$ cat src/rtl/mem_access_if.sv
// Ready/valid data-memory bus between the memory-access stage (master)
// and the data memory (slave).
interface mem_access_if;
    logic        DMEM_CMD_VALID;
    logic        DMEM_CMD_READY;
    logic        DMEM_CMD_WE;
    logic [31:0] DMEM_CMD_ADDR;
    logic [3:0]  DMEM_CMD_STRB;
    logic [31:0] DMEM_CMD_WDATA;
    logic        DMEM_RESP_VALID;
    logic [31:0] DMEM_RESP_DATA;

    modport master (
        output DMEM_CMD_VALID, DMEM_CMD_WE, DMEM_CMD_ADDR, DMEM_CMD_STRB, DMEM_CMD_WDATA,
        input  DMEM_CMD_READY, DMEM_RESP_VALID, DMEM_RESP_DATA
    );

    modport slave (
        input  DMEM_CMD_VALID, DMEM_CMD_WE, DMEM_CMD_ADDR, DMEM_CMD_STRB, DMEM_CMD_WDATA,
        output DMEM_CMD_READY, DMEM_RESP_VALID, DMEM_RESP_DATA
    );
endinterface

$ cat src/rtl/mem_access.sv
// Data-memory access stage: issues execute-stage loads/stores on the dmem bus,
// stalls the pipeline while busy, and returns extended load data as a write-back.
module mem_access #(
    parameter int unsigned TIMEOUT_CYCLES = 255
) (
    input  logic         CLK,
    input  logic         RST,
    input  logic         MEM_R_VALID,
    input  logic [4:0]   MEM_R_RD,
    input  logic [31:0]  MEM_R_ADDR,
    input  logic [3:0]   MEM_R_STRB,
    input  logic         MEM_R_SIGNED,
    input  logic         MEM_W_VALID,
    input  logic [31:0]  MEM_W_ADDR,
    input  logic [3:0]   MEM_W_STRB,
    input  logic [31:0]  MEM_W_DATA,
    output logic         STALL,
    output logic [4:0]   REG_W_RD,
    output logic [31:0]  REG_W_DATA,
    output logic         MEM_ERR,
    mem_access_if.master dmem
);

    typedef enum logic [1:0] {
        IDLE = 2'd0,
        CMD  = 2'd1,
        RESP = 2'd2,
        DONE = 2'd3
    } state_t;

    state_t      state_r, state_nxt_s;
    logic        cmd_valid_r, we_r, signed_r, err_r;
    logic [31:0] addr_r, wdata_r, reg_data_r;
    logic [3:0]  strb_r;
    logic [4:0]  rd_r, reg_rd_r;
    logic [15:0] cnt_r, cnt_inc_s;
    logic        timeout_s, stall_s, take_w_s, take_r_s, accept_s, resp_hit_s, abort_s;

    // Lane extraction: shift the lowest enabled lane down, width is the
    // largest power of two not above the number of enabled lanes.
    function automatic logic [31:0] extract_load(input logic [3:0] strb,
                                                 input logic [31:0] data,
                                                 input logic sgn);
        logic [31:0] v;
        logic [31:0] res;
        logic [2:0]  n;
        logic [1:0]  k;
        logic        found;
        n     = 3'd0;
        k     = 2'd0;
        found = 1'b0;
        for (int i = 0; i < 4; i++) begin
            if (strb[i]) begin
                n = n + 3'd1;
                if (!found) begin
                    k     = 2'(i);
                    found = 1'b1;
                end
            end
        end
        v = data >> {k, 3'b000};
        case (n)
            3'd1:       res = sgn ? {{24{v[7]}}, v[7:0]}   : {24'd0, v[7:0]};
            3'd2, 3'd3: res = sgn ? {{16{v[15]}}, v[15:0]} : {16'd0, v[15:0]};
            3'd4:       res = v;
            default:    res = 32'd0;
        endcase
        return res;
    endfunction

    assign cnt_inc_s = cnt_r + 16'd1;
    assign timeout_s = (cnt_inc_s >= 16'(TIMEOUT_CYCLES));

    // Next-state decode, stall and per-cycle event strobes; a completing
    // handshake wins over a timeout in the same cycle.
    always_comb begin
        state_nxt_s = state_r;
        stall_s     = 1'b0;
        take_w_s    = 1'b0;
        take_r_s    = 1'b0;
        accept_s    = 1'b0;
        resp_hit_s  = 1'b0;
        abort_s     = 1'b0;
        case (state_r)
            IDLE: begin
                stall_s = MEM_R_VALID | MEM_W_VALID;
                if (MEM_W_VALID) begin
                    take_w_s    = 1'b1;
                    state_nxt_s = CMD;
                end else if (MEM_R_VALID) begin
                    take_r_s    = 1'b1;
                    state_nxt_s = CMD;
                end else begin
                    state_nxt_s = IDLE;
                end
            end
            CMD: begin
                stall_s = 1'b1;
                if (dmem.DMEM_CMD_READY) begin
                    accept_s    = 1'b1;
                    state_nxt_s = we_r ? DONE : RESP;
                end else if (timeout_s) begin
                    abort_s     = 1'b1;
                    state_nxt_s = DONE;
                end else begin
                    state_nxt_s = CMD;
                end
            end
            RESP: begin
                stall_s = 1'b1;
                if (dmem.DMEM_RESP_VALID) begin
                    resp_hit_s  = 1'b1;
                    state_nxt_s = DONE;
                end else if (timeout_s) begin
                    abort_s     = 1'b1;
                    state_nxt_s = DONE;
                end else begin
                    state_nxt_s = RESP;
                end
            end
            DONE:    state_nxt_s = IDLE;
            default: state_nxt_s = IDLE;
        endcase
    end

    // State, captured request, timeout counter and registered outputs.
    always_ff @(posedge CLK) begin
        if (RST) begin
            state_r     <= IDLE;
            cmd_valid_r <= 1'b0;
            we_r        <= 1'b0;
            signed_r    <= 1'b0;
            addr_r      <= 32'd0;
            strb_r      <= 4'd0;
            wdata_r     <= 32'd0;
            rd_r        <= 5'd0;
            cnt_r       <= 16'd0;
            reg_rd_r    <= 5'd0;
            reg_data_r  <= 32'd0;
            err_r       <= 1'b0;
        end else begin
            state_r    <= state_nxt_s;
            err_r      <= abort_s;
            reg_rd_r   <= 5'd0;
            reg_data_r <= 32'd0;
            if (take_w_s) begin
                cmd_valid_r <= 1'b1;
                we_r        <= 1'b1;
                addr_r      <= MEM_W_ADDR;
                strb_r      <= MEM_W_STRB;
                wdata_r     <= MEM_W_DATA;
                rd_r        <= 5'd0;
                signed_r    <= 1'b0;
                cnt_r       <= 16'd0;
            end else if (take_r_s) begin
                cmd_valid_r <= 1'b1;
                we_r        <= 1'b0;
                addr_r      <= MEM_R_ADDR;
                strb_r      <= MEM_R_STRB;
                wdata_r     <= 32'd0;
                rd_r        <= MEM_R_RD;
                signed_r    <= MEM_R_SIGNED;
                cnt_r       <= 16'd0;
            end else begin
                if (accept_s || abort_s) begin
                    cmd_valid_r <= 1'b0;
                end
                if (state_r == CMD || state_r == RESP) begin
                    cnt_r <= cnt_inc_s;
                end
            end
            if (resp_hit_s) begin
                reg_rd_r   <= rd_r;
                reg_data_r <= extract_load(strb_r, dmem.DMEM_RESP_DATA, signed_r);
            end else if (abort_s && !we_r) begin
                reg_rd_r   <= rd_r;
                reg_data_r <= 32'd0;
            end
        end
    end

    assign STALL               = stall_s;
    assign REG_W_RD            = reg_rd_r;
    assign REG_W_DATA          = reg_data_r;
    assign MEM_ERR             = err_r;
    assign dmem.DMEM_CMD_VALID = cmd_valid_r;
    assign dmem.DMEM_CMD_WE    = we_r;
    assign dmem.DMEM_CMD_ADDR  = addr_r;
    assign dmem.DMEM_CMD_STRB  = strb_r;
    assign dmem.DMEM_CMD_WDATA = wdata_r;

endmodule

$ cat src/flat_wrapper.sv
// flat-port wrapper written by rule: the top's interface ports become plain ports
module mem_access_flat 
#(
    parameter int unsigned TIMEOUT_CYCLES = 255
)
  (CLK, RST, MEM_R_VALID, MEM_R_RD, MEM_R_ADDR, MEM_R_STRB, MEM_R_SIGNED, MEM_W_VALID, MEM_W_ADDR, MEM_W_STRB, MEM_W_DATA, STALL, REG_W_RD, REG_W_DATA, MEM_ERR, dmem_DMEM_CMD_VALID, dmem_DMEM_CMD_WE, dmem_DMEM_CMD_ADDR, dmem_DMEM_CMD_STRB, dmem_DMEM_CMD_WDATA, dmem_DMEM_CMD_READY, dmem_DMEM_RESP_VALID, dmem_DMEM_RESP_DATA);
  mem_access_if dmem_i ();
  input  logic CLK;
  input  logic RST;
  input  logic MEM_R_VALID;
  input  logic [4:0] MEM_R_RD;
  input  logic [31:0] MEM_R_ADDR;
  input  logic [3:0] MEM_R_STRB;
  input  logic MEM_R_SIGNED;
  input  logic MEM_W_VALID;
  input  logic [31:0] MEM_W_ADDR;
  input  logic [3:0] MEM_W_STRB;
  input  logic [31:0] MEM_W_DATA;
  output logic STALL;
  output logic [4:0] REG_W_RD;
  output logic [31:0] REG_W_DATA;
  output logic MEM_ERR;
  output wire logic [$bits(dmem_i.DMEM_CMD_VALID)-1:0] dmem_DMEM_CMD_VALID;
  output wire logic [$bits(dmem_i.DMEM_CMD_WE)-1:0] dmem_DMEM_CMD_WE;
  output wire logic [$bits(dmem_i.DMEM_CMD_ADDR)-1:0] dmem_DMEM_CMD_ADDR;
  output wire logic [$bits(dmem_i.DMEM_CMD_STRB)-1:0] dmem_DMEM_CMD_STRB;
  output wire logic [$bits(dmem_i.DMEM_CMD_WDATA)-1:0] dmem_DMEM_CMD_WDATA;
  input wire logic [$bits(dmem_i.DMEM_CMD_READY)-1:0] dmem_DMEM_CMD_READY;
  input wire logic [$bits(dmem_i.DMEM_RESP_VALID)-1:0] dmem_DMEM_RESP_VALID;
  input wire logic [$bits(dmem_i.DMEM_RESP_DATA)-1:0] dmem_DMEM_RESP_DATA;
  assign dmem_DMEM_CMD_VALID = dmem_i.DMEM_CMD_VALID;
  assign dmem_DMEM_CMD_WE = dmem_i.DMEM_CMD_WE;
  assign dmem_DMEM_CMD_ADDR = dmem_i.DMEM_CMD_ADDR;
  assign dmem_DMEM_CMD_STRB = dmem_i.DMEM_CMD_STRB;
  assign dmem_DMEM_CMD_WDATA = dmem_i.DMEM_CMD_WDATA;
  assign dmem_i.DMEM_CMD_READY = dmem_DMEM_CMD_READY;
  assign dmem_i.DMEM_RESP_VALID = dmem_DMEM_RESP_VALID;
  assign dmem_i.DMEM_RESP_DATA = dmem_DMEM_RESP_DATA;
  mem_access #(.TIMEOUT_CYCLES(TIMEOUT_CYCLES)) u_core (.CLK(CLK), .RST(RST), .MEM_R_VALID(MEM_R_VALID), .MEM_R_RD(MEM_R_RD), .MEM_R_ADDR(MEM_R_ADDR), .MEM_R_STRB(MEM_R_STRB), .MEM_R_SIGNED(MEM_R_SIGNED), .MEM_W_VALID(MEM_W_VALID), .MEM_W_ADDR(MEM_W_ADDR), .MEM_W_STRB(MEM_W_STRB), .MEM_W_DATA(MEM_W_DATA), .STALL(STALL), .REG_W_RD(REG_W_RD), .REG_W_DATA(REG_W_DATA), .MEM_ERR(MEM_ERR), .dmem(dmem_i));
endmodule
$ cat config.mk
export PLATFORM = sky130hd
export DESIGN_NAME = mem_access_flat
export DESIGN_NICKNAME = d
export VERILOG_FILES = /design/src/rtl/mem_access_if.sv /design/src/rtl/mem_access.sv /design/src/flat_wrapper.sv
export SDC_FILE = /design/constraint.sdc
export NUM_CORES = 1
export LEC_CHECK = 0
export CORE_ASPECT_RATIO = 1.2
export CORE_UTILIZATION = 45
export DETAILED_ROUTE_END_ITERATION = 16
export HOLD_SLACK_MARGIN = 0.08
export PLACE_DENSITY = 0.86
export SLEW_MARGIN = 20
export SYNTH_ARGS = -nofsm -noshare
export SYNTH_HDL_FRONTEND = slang
export SYNTH_SLANG_ARGS = --single-unit
$ cat constraint.sdc
create_clock -name CLK -period 5.7 [get_ports CLK]
set_clock_uncertainty 0.15 [all_clocks]
set_input_delay 0.57 -clock CLK [delete_from_list [all_inputs] [get_ports CLK]]
set_output_delay 0.57 -clock CLK [all_outputs]
set_load 0.05 [all_outputs]
; ---- Yosys cells after proc, flatten, opt, wreduce, memory -nomap -nowiden
; Index checks and enable logic that the tools add are counted.
[totals]
output_inout_bits = 109
latchBits = 0
rom_bits = 0
n_memories = 0
register_bits = 132
ram_bits = 0
elab_cells = 106
[op_classes]
mul = 0
n_addsub = 4
shifts = 1
n_reduce_logical = 12
bitwise = 2
eq_ne = 7
magnitude_cmp = 1
muxes = 67
div_mod_pow = 0
[ops]
columns = op, n
row1 = $mux W32, 6
row2 = $pmux W32 S3, 1
row3 = $mux W3, 11
row4 = $shr A32 B5 Y32, 1
row5 = $mux W1, 31
row6 = $mux W2, 11
row7 = $add A16 B1 Y16 const B, 1
row8 = $ge A16 B8 Y1 const B, 1
row9 = $mux W5, 2
row10 = $add A3 B1 Y3 const B, 3
row11 = $mux W4, 2
row12 = $pmux W2 S4, 1
row13 = $reduce_or A2 Y1, 4
row14 = $eq A3 B2 Y1 const B, 2
row15 = $eq A2 B2 Y1 const B, 2
row16 = $pmux W1 S2, 2
row17 = $eq A3 B1 Y1 const B, 1
row18 = $eq A3 B3 Y1 const B, 1
row19 = $reduce_bool A3 Y1, 1
row20 = $reduce_or A3 Y1, 1
row21 = $eq A2 B1 Y1 const B, 1
row22 = $logic_not A2 Y1, 1
row23 = $logic_or A1 B1 Y1, 2
row24 = $reduce_bool A2 Y1, 1
row25 = other kinds (4), 4

; ---- Depth between registers and ports, before layout
; Gate-level depths: netlist of the first run.
[depth]
word_depth = 19
ltp_mapped = 12

; ---- Worst setup path before layout of the first run
; OpenSTA, ideal clock, no wires.
[synth_path]
kind = reg2reg
startpoint = register u_core.strb_r[0] (netlist: u_core.dmem.DMEM_CMD_STRB[0])
endpoint = register u_core.reg_data_r[23] (netlist: u_core.REG_W_DATA[23])
path_stages_with_launch = 13
t_required_ps = 5480
t_arrival_ps = 2939
path_slack_ps = 2540
cell_sequence = dfxtp_1 > inv_1 > ha_1 > xor2_1 > ha_1 > nand2_1 > xor2_1 > or2_2 > or3_1 > buf_2 > a21boi_4 > buf_6 > a21oi_1
[synth_between]
elab_chain_len = 18
[synth_rtl]
columns = item, line
row1 = start: declaration, mem_access.sv:34  ; logic [3:0] strb_r;
row2 = start signal: assignment, mem_access.sv:134  ; strb_r <= 4'd0;
row3 = start signal: assignment, mem_access.sv:150  ; strb_r <= MEM_W_STRB;
row4 = start signal: assignment, mem_access.sv:159  ; strb_r <= MEM_R_STRB;
row5 = $mux W1, mem_access.sv:53  ; if (strb[i]) begin
row6 = $mux W3, mem_access.sv:172  ; if (resp_hit_s) begin
row7 = $mux W3, mem_access.sv:128  ; if (RST) begin
row8 = $add A3 B1 Y3, mem_access.sv:54  ; n = n + 3'd1;
row9 = $mux W3, mem_access.sv:53
row10 = $mux W3, mem_access.sv:172
row11 = $mux W3, mem_access.sv:128
row12 = $add A3 B1 Y3, mem_access.sv:54
row13 = [... 2 more ...], --
row14 = $mux W3, mem_access.sv:128
row15 = $add A3 B1 Y3, mem_access.sv:54
row16 = $mux W3, mem_access.sv:53
row17 = $mux W3, mem_access.sv:172
row18 = $mux W3, mem_access.sv:128
row19 = $eq A3 B2 Y1, mem_access.sv:62  ; case (n)
row20 = $reduce_or A2 Y1, mem_access.sv:62
row21 = $pmux W32 S3 (*), mem_access.sv:62
row22 = end signal: assignment, mem_access.sv:174  ; reg_data_r <= extract_load(strb_r, dmem.DMEM_RESP_DATA, signed_r);
row23 = end: declaration, mem_access.sv:33  ; logic [31:0] addr_r, wdata_r, reg_data_r;
; Every way passes the cells marked *; elsewhere a longest branch is shown, timed or not. The select of a mux whose other input is x is not followed.
; A chain may end at the register's enable or synchronous reset.

; ---- Worst setup path in the final report of the first run
[layout_path]
startpoint = register u_core.state_r[0]
endpoint = output STALL
[layout_between]
elab_chain_len = 3
[layout_rtl]
columns = item, line
row1 = start: declaration, mem_access.sv:31  ; state_t state_r, state_nxt_s;
row2 = start signal: assignment, mem_access.sv:142  ; state_r <= state_nxt_s;
row3 = $eq A2 B2 Y1 or $eq A2 B1 Y1 (tied branches), mem_access.sv:84  ; case (state_r)
row4 = $reduce_or A2 Y1 (no source line), --
row5 = $pmux W1 S2 (*), mem_access.sv:84
row6 = end: declaration, flat_wrapper.sv:19  ; output logic STALL;
; Every way passes the cells marked *; elsewhere a longest branch is shown, timed or not.

==> Implementation_results.wiki, run 1 <==
{| class="wikitable"
! Metric !! Value
|-
| TNS Setup || 0 ns
|-
| Share of cells above drive strength 1 || 7.31%
|-
| Biggest fanout along the worst timing path || 40
|-
| Filler cell count || 929
|-
| Total routing resource utilization after global routing || 26.7%
|-
| Worst-skew pair later-pin latency || 0.41 ns
|-
| Ys async rst share || 0%
|-
| Vias after detailed routing || 5753
|-
| Class of the most critical hold timing path || register to register
|-
| Antenna violations before repair || 0
|-
| Reg2Reg Depth || 10
|-
| CTS tree || yes
|-
| Capturing instance or port of the critical path || STALL
|-
| Startpoint type of the worst setup path || register
|-
| I/O pin total || 257
|-
| Number of cells on the critical path || 8
|-
| Half-perimeter wire length of the detailed placement result || 13.3 mm
|-
| Cells along the critical path || inv_1 > ha_1 > buf_4 > inv_1 > nor2_4 > nor2_1 > nor2_1 > clkdlybuf4s50_1
|-
| Area enclosed by the die boundary || 0.0131 mm²
|-
| Post-cts gate resize count || 0
|-
| Synthesized-area fraction occupied by xor and xnor cells || 3.07%
|-
| Worst hold margin || 0.315 ns
|-
| Worst reg2reg path startpoint || u_core.dmem.DMEM_CMD_STRB[1]
|-
| Setup violation total in the final timing report || 0
|-
| Delay of the slowest cell on the worst path || 0.81 ns
|-
| Count of input and output buffers || 256
|-
| Average cell area after synthesis || 8.84 µm²
|-
| Maximum number of buffers from clock root to sink || 2
|-
| Growth of design area from synthesis to finish || 56.2%
|-
| H-tree depth reported by CTS || 4
|-
| Most used DFF post-synth || sky130_fd_sc_hd__dfxtp_1
|-
| Clock buffer count from CTS || 17
|-
| Final Cycle Share || 59.8%
|-
| Cell with the largest stage delay on the worst path || sky130_fd_sc_hd__clkdlybuf4s50_1
|-
| Most area-consuming cells after synthesis || sky130_fd_sc_hd__dfxtp_1 46%, sky130_fd_sc_hd__a311oi_1 5.7%, sky130_fd_sc_hd__nor2_1 5.4%, sky130_fd_sc_hd__a22o_1 4.9%, sky130_fd_sc_hd__nand2_1 4.9%
|-
| Minimum period implied by the final worst setup slack || 3.41 ns
|-
| Post-route cell area || 0.00892 mm²
|-
| Total setup buffers inserted after CTS || 0
|-
| Number of instances in the synthesized netlist || 646
|-
| Mean routed wirelength per cell || 16.9 µm
|-
| CTS Sinks || 132
|-
| Compound-cell area share of the yosys netlist || 19.8%
|-
| Nets in the synthesized netlist || 804
|-
| Cell area power density || 312 mW/mm²
|-
| Count of max-cap constraint violations || 0
|-
| Library cell occupying the most area in the post-synthesis netlist || sky130_fd_sc_hd__dfxtp_1
|-
| Total power after layout || 2.78 mW
|-
| Run status || finished, final reports clean
|-
| DRC violation total after the first TritonRoute iteration || 265
|-
| Combinational family with the most area after synthesis || compound AO/OA/AOI/OAI gates
|-
| Worst path required time || 4.98 ns
|-
| Quantity of hold-fixing buffers added after cts || 0
|-
| Vias per std cell || 5.47
|-
| Root Buffer || sky130_fd_sc_hd__clkbuf_16
|-
| Leakage component of the power || 3.37 nW
|-
| Worst reg2reg endpoint || u_core.REG_W_DATA[0]
|-
| Post-synthesis mux area share || 4.91%
|-
| Number of flip-flops and latches in the synthesized netlist || 132
|-
| Core Region || 0.0122 mm²
|-
| Slew at the pin with the worst max-slew slack || 1.04 ns
|-
| Number of standard cells in the final layout excluding fillers || 1051
|-
| Arrival time of the worst setup path || 2.69 ns
|-
| IR Drop Worst-Case VDD || 205 µV
|-
| Post-CTS clock slew at the launch and capture registers of the worst setup and hold paths || 0.06 ns
|-
| Worst slew margin relative to its limit || 30.2%
|-
| RD Place Congestion || 0.894
|-
| Post-synth EDFFs || 0
|-
| Number of nets with antenna violations after routing || 0
|-
| Critical path class || register to output port
|-
| Remaining design rule violation count || 0
|-
| Max Freq || 0.294 GHz
|-
| First-pass GRT wire length || 27.8 mm
|-
| Final Net Count || 1034
|-
| Total number of placement rows || 44
|-
| Starting density of the core || 46.7%
|-
| Number of distinct library cells after synthesis || 47
|-
| Number of search-and-repair iterations in the first detailed-routing pass || 5
|-
| Dpl cells || 1018
|-
| Worst reg-to-reg setup slack || 2.39 ns
|-
| Total number of yosys warnings || 0
|-
| Launch point of the critical path || u_core.state_r[0]
|-
| Synth Area in Simple Gates || 19.5%
|-
| Share of the synthesized area in the top cell type || 46.3%
|-
| Adder-cell area share of the yosys netlist || 2.19%
|-
| Nature of the critical path endpoint || output port
|-
| Height of the die || 125 µm
|-
| Overall die width || 105 µm
|-
| Mapped Area || 0.00571 mm²
|-
| Post-detailed-routing wire length || 17.8 mm
|-
| Fin. max-slew vios || 0
|-
| Part of the Yosys area used for sequential elements || 46.3%
|-
| Pin count of the biggest net entering global routing || 76
|-
| Via count of the first global-routing pass || 5627
|-
| Cell family contributing the most delay on the critical path || buffers and inverters
|-
| Post-place instance area || 0.00833 mm²
|-
| RSZ-0062 raised after global routing || false
|-
| Overflow left after global routing || 0
|-
| Number of hold violations in the final report || 0
|-
| Total buffers and inverters traversed by the critical path || 4
|}
[worst register-to-register path, delay by kind of cell (launching register included)]
family	cells	cell delay, ns
adder cells (fa/ha/maj)	2	0.57
AO/OA/AOI/OAI	1	0.45
buffers and inverters	1	0.06
AND/OR/NAND/NOR	4	1.09
XOR/XNOR	2	0.48
flip-flops	1	0.41
[worst min path at each step]
stage,slack (ns),to,cells after the start,start
finish,0.31,u_core.REG_W_RD[3],1,u_core.rd_r[3]
global route,0.33,u_core.REG_W_RD[1],1,u_core.rd_r[1]
CTS,0.32,u_core.REG_W_RD[1],1,u_core.rd_r[1]
detailed placement,0.31,u_core.REG_W_RD[3],1,u_core.rd_r[3]
global placement,0.31,u_core.REG_W_RD[0],1,u_core.rd_r[0]
floorplan,0.29,u_core.REG_W_RD[0],1,u_core.rd_r[0]
[cell families (layout without fill, tap and decap cells)]
| family | Yosys count | in the layout |
|---|---|---|
| simple gates | 247 | 247 |
| flops | 132 | 132 |
| fa+ha+maj | 10 | 10 |
| mux | 27 | 27 |
| buf+inv | 60 | 303 |
| xor+xnor | 20 | 20 |
| compound gates | 150 | 150 |
| other cells | 0 | 1 |
[placed cells by master (no fill, tap or decap), types with 17 or more instances in the layout]
cell and n:
sky130_fd_sc_hd__dfxtp_1 132, sky130_fd_sc_hd__nand2_1 74, sky130_fd_sc_hd__nor2_1 79, sky130_fd_sc_hd__a21oi_1 31
sky130_fd_sc_hd__nand3_1 45, sky130_fd_sc_hd__clkdlybuf4s50_1 255, sky130_fd_sc_hd__a22o_1 32, sky130_fd_sc_hd__mux2i_1 19
sky130_fd_sc_hd__clkbuf_16 17, sky130_fd_sc_hd__a311oi_1 37
[Yosys cell counts (all sizes together), types with 10 or more instances]
cell type and count:
a21oi 31, a22o 32, a311oi 37, buf 14, clkbuf 37, dfxtp 132
ha 10, mux2i 19, nand2 74, nand3 45, nor2 82, o21ai 12
xor2 13
[metrics by stage]
stage | util (%) | worst slack [ns]
floorplan | - | 2.54
global placement | 68.1 | 2.44
detailed placement | 68.1 | 2.36
CTS | 72.9 | 2.30
global route | 73.0 | 2.16
finish | 73.0 | 2.29
[flip-flops by register name, summed over array words and instances (netlist names), named ones only]
| register | flops |
|---|---|
| u_core.MEM_ERR | 1 |
| u_core.REG_W_DATA | 32 |
| u_core.REG_W_RD | 5 |
| u_core.cnt_r | 16 |
| u_core.dmem.DMEM_CMD_ADDR | 32 |
| u_core.dmem.DMEM_CMD_STRB | 4 |
| u_core.dmem.DMEM_CMD_VALID | 1 |
| u_core.dmem.DMEM_CMD_WDATA | 32 |
| u_core.dmem.DMEM_CMD_WE | 1 |
| u_core.rd_r | 5 |
| u_core.signed_r | 1 |
| u_core.state_r | 1 |
[power by group]
group	total (mW)	internal, mW	switching (mW)
Sequential	1.02	0.977	0.0390
Clock	1.07	0.620	0.452
Combinational	0.695	0.283	0.413
[metal layers]
layer  wire (µm)  share of wire, %  track usage (%)
met5           0                 0                0
met4         590               3.3             13.3
met3        1470               8.2             8.03
met2        9040                51             46.8
met1        6700                38             29.1
[final cells by class]
type	instances	area, µm²	share of cell area (%)
antenna	1	2.50	0.0280
clock buffer	17	425	4.77
clock inverter	15	159	1.78
inverter	9	33.8	0.379
multi-input combinational	454	2860	32.0
sequential	132	2640	29.6
tap	161	201	2.26
timing repair buffer	262	2600	29.2
Note: power is estimated with default switching activity, not from simulation.
==> run 2, diff against run 1 <==
CORE_UTILIZATION = 42   (was 45)
PLACE_DENSITY = 0.81   (was 0.86)
clock period = 3.2 ns   (was 5.7 ns; I/O delays follow)
==> run 2 against run 1 <==
Critical path depth is 2 higher. Sequential share of layout area is 0.26 points lower. Count of clock-buffer cells in the layout stayed put. Non-clock buffer count is 7 higher. Total power is 82% higher. Via count is 2.2% lower. Cell area is 0.88% higher. Wire length is 2.4% lower. Final cell count is 1.1% higher. Die area is 7.0% higher. Global-route usage is 2.4 points lower.
==> Implementation_results.wiki, run 2 (synthesis gave the netlist of run 1 again) <==
{| class="wikitable"
! Metric !! Value
|-
| Run status || finished, final reports clean (unchanged)
|-
| Biggest fanout along the worst timing path || 16 (was 40)
|-
| Share of cells above drive strength 1 || 8.16% (was 7.31%)
|-
| Worst-skew pair later-pin latency || 0.42 ns (was 0.41 ns)
|-
| Total routing resource utilization after global routing || 24.3% (was 26.7%)
|-
| Post-CTS clock slew at the launch and capture registers of the worst setup and hold paths || 0.06 ns (about the same)
|-
| Quantity of hold-fixing buffers added after cts || 0 (unchanged)
|-
| Comb pwr share || 24.9% (was 25.0%)
|-
| Flop pwr share || 35.7% (was 36.5%)
|-
| Worst reg2reg path startpoint || u_core.dmem.DMEM_CMD_STRB[0] (was u_core.dmem.DMEM_CMD_STRB[1])
|-
| Number of hold violations in the final report || 0 (unchanged)
|-
| Fin. max-slew vios || 0 (unchanged)
|-
| Growth of design area from synthesis to finish || 57.6% (was 56.2%)
|-
| H-tree depth reported by CTS || 4 (unchanged)
|-
| Leakage component of the power || 3.42 nW (was 3.37 nW)
|-
| CTS Sinks || 132 (unchanged)
|-
| Worst Hold Launch || RST (was u_core.rd_r[3])
|-
| Launch point of the critical path || u_core.dmem.DMEM_CMD_STRB[0] (was u_core.state_r[0])
|-
| Vias per std cell || 5.29 (was 5.47)
|-
| Clk network pwr share || 39.4% (was 38.5%)
|-
| Setup slack of the critical path after layout || 0.199 ns (was 2.29 ns)
|-
| Reg2Reg Depth || 10 (unchanged)
|-
| RD Place Congestion || 0.825 (was 0.894)
|-
| Pre-CTS worst setup slack || 0.198 ns (was 2.36 ns)
|-
| Switch Pwr || 1.57 mW (was 903 µW)
|-
| Height of the die || 130 µm (was 125 µm)
|-
| Most used cells in the layout excluding fill and tap cells || 254 x sky130_fd_sc_hd__clkdlybuf4s50_1, 132 x sky130_fd_sc_hd__dfxtp_1, 78 x sky130_fd_sc_hd__nor2_1, 74 x sky130_fd_sc_hd__nand2_1, 45 x sky130_fd_sc_hd__nand3_1 (was 255 x sky130_fd_sc_hd__clkdlybuf4s50_1, 132 x sky130_fd_sc_hd__dfxtp_1, 79 x sky130_fd_sc_hd__nor2_1, 74 x sky130_fd_sc_hd__nand2_1, 45 x sky130_fd_sc_hd__nand3_1)
|-
| Critical path class || register to register (was register to output port)
|-
| Worst reg-to-reg setup slack || 0.20 ns (was 2.39 ns)
|-
| Dpl cells || 1032 (was 1018)
|-
| Internal power || 3.49 mW (was 1.88 mW)
|-
| Number of nets with antenna violations after routing || 0 (unchanged)
|-
| TNS Setup || 0 ns (unchanged)
|-
| Number of search-and-repair iterations in the first detailed-routing pass || 5 (unchanged)
|-
| DRC violation total after the first TritonRoute iteration || 314 (was 265)
|-
| Startpoint type of the worst setup path || register (unchanged)
|-
| Area enclosed by the die boundary || 0.0141 mm² (was 0.0131 mm²)
|-
| Max Freq || 0.333 GHz
|-
| Root Buffer || sky130_fd_sc_hd__clkbuf_16 (unchanged)
|-
| Count of max-cap constraint violations || 0 (unchanged)
|-
| Total power after layout || 5.05 mW (was 2.78 mW)
|-
| I/O pin total || 257 (unchanged)
|-
| RSZ-0062 raised after global routing || false (unchanged)
|-
| Minimum period implied by the final worst setup slack || 3.00 ns
|-
| Overflow left after global routing || 0 (unchanged)
|-
| Capturing instance or port of the critical path || u_core.REG_W_DATA[29] (was STALL)
|-
| Maximum number of buffers from clock root to sink || 2 (unchanged)
|-
| Antenna violations before repair || 0 (unchanged)
|-
| Pin count of the biggest net entering global routing || 40 (was 76)
|-
| First-pass GRT wire length || 26.4 mm (was 27.8 mm)
|-
| Slew at the pin with the worst max-slew slack || 0.644 ns (was 1.04 ns)
|-
| Final Cycle Share || 93.8%
|-
| Cell area power density || 562 mW/mm² (was 312 mW/mm²)
|-
| IR Drop Worst-Case VDD || 315 µV (was 205 µV)
|-
| Nature of the critical path endpoint || register (was output port)
|-
| Arrival time of the worst setup path || 3.19 ns (was 2.69 ns)
|-
| Half-perimeter wire length of the detailed placement result || 12.5 mm (was 13.3 mm)
|-
| Total number of placement rows || 46 (was 44)
|-
| Worst slew margin relative to its limit || 57.0% (was 30.2%)
|-
| Core Region || 0.0132 mm² (was 0.0122 mm²)
|-
| Clock buffer count from CTS || 17 (unchanged)
|-
| Mean routed wirelength per cell || 16.3 µm (was 16.9 µm)
|-
| Setup violation total in the final timing report || 0 (unchanged)
|-
| Overall die width || 108 µm (was 105 µm)
|-
| Number of antenna cells inserted || 0 (was 1)
|-
| Class of the most critical hold timing path || primary input to register (was register to register)
|-
| Starting density of the core || 43.1% (was 46.7%)
|-
| Switching Share || 31.0% (was 32.5%)
|-
| Number of standard cells in the final layout excluding fillers || 1063 (was 1051)
|-
| Remaining design rule violation count || 0 (unchanged)
|-
| Worst path required time || 3.39 ns (was 4.98 ns)
|-
| Count of input and output buffers || 256 (unchanged)
|-
| Worst reg2reg endpoint || u_core.REG_W_DATA[29] (was u_core.REG_W_DATA[0])
|-
| CTS tree || yes (unchanged)
|-
| Most common cell after layout, fill and taps aside || sky130_fd_sc_hd__clkdlybuf4s50_1 (unchanged)
|-
| Vias after detailed routing || 5625 (was 5753)
|-
| Final Net Count || 1041 (was 1034)
|-
| Post-detailed-routing wire length || 17.4 mm (was 17.8 mm)
|-
| Via count of the first global-routing pass || 5236 (was 5627)
|}
[run 2: cell types whose count changed in the layout (fill, tap and decap cells not counted), sizes merged]
cell	delta
buf	+8
bufinv	+2
clkdlybuf4s50	-1
clkinv	+4
clkinvlp	-1
diode	-1
inv	-6
[run 2: power groups by stage]
stage / clock network [mW] / logic [mW] / registers, mW
after global placement: 0 / 1.24 / 1.84
final: 1.99 / 1.26 / 1.81
after detailed placement: 0 / 1.25 / 1.84
after floorplan: 0 / 0.461 / 2.13
after global routing: 2.09 / 1.34 / 1.82
after CTS: 2.01 / 1.26 / 1.80
[run 2: how the worst min path moves through the flow]
stage | cells after the start | endpoint | slack [ns]
2_1_floorplan | 1 | u_core.REG_W_RD[0] | 0.29
3_3_place_gp | 1 | u_core.REG_W_RD[3] | 0.30
3_5_place_dp | 1 | u_core.REG_W_RD[3] | 0.31
4_1_cts | 2 | u_core.state_r[0] | 0.13
5_1_grt | 2 | u_core.state_r[0] | 0.16
6_report | 2 | u_core.state_r[0] | 0.14
[run 2: repair_timing]
item | in CTS | in global routing
endpoints found under the setup margin | 0 | 3
buffers inserted | 0 | 0
hold endpoints to repair | 0 | 0
resized for setup | 0 | 1
[run 2: metrics by stage]
step	utilization, %	hold slack (ns)	area, µm²
detailed placement	63.4	0.311	8400
finish	68.0	0.137	9000
CTS	68.0	0.129	9000
global route	68.0	0.157	9000
global placement	63.4	0.303	8400
floorplan	-	0.289	5710
[run 2: routing by layer]
layer / vias to the layer above / track usage (%) / wire, µm
li1: 2797 / - / -
met1: 2552 / 28.8 / 7060
met2: 241 / 40.5 / 8390
met3: 35 / 7.94 / 1440
met4: 0 / 9.94 / 483
met5: - / 0 / 0
[run 2: final cells by class]
class | instances | area (µm²)
Tap cell | 168 | 210
Timing Repair Buffer | 269 | 2670
Fill cell | 1061 | 4240
Inverter | 9 | 33.8
Multi-Input combinational cell | 454 | 2850
Sequential cell | 132 | 2640
Clock buffer | 17 | 425
Clock inverter | 14 | 176
[run 2: worst max-delay path: stages (launching register included)]
cell and delay (ns):
sky130_fd_sc_hd__dfxtp_1 0.37, sky130_fd_sc_hd__inv_1 0.08, sky130_fd_sc_hd__ha_1 0.38, sky130_fd_sc_hd__xor2_1 0.24
sky130_fd_sc_hd__ha_1 0.18, sky130_fd_sc_hd__nand2_1 0.06, sky130_fd_sc_hd__xor2_1 0.22, sky130_fd_sc_hd__or2_2 0.30
sky130_fd_sc_hd__or3_1 0.49, sky130_fd_sc_hd__a21boi_4 0.26, sky130_fd_sc_hd__a21oi_1 0.21
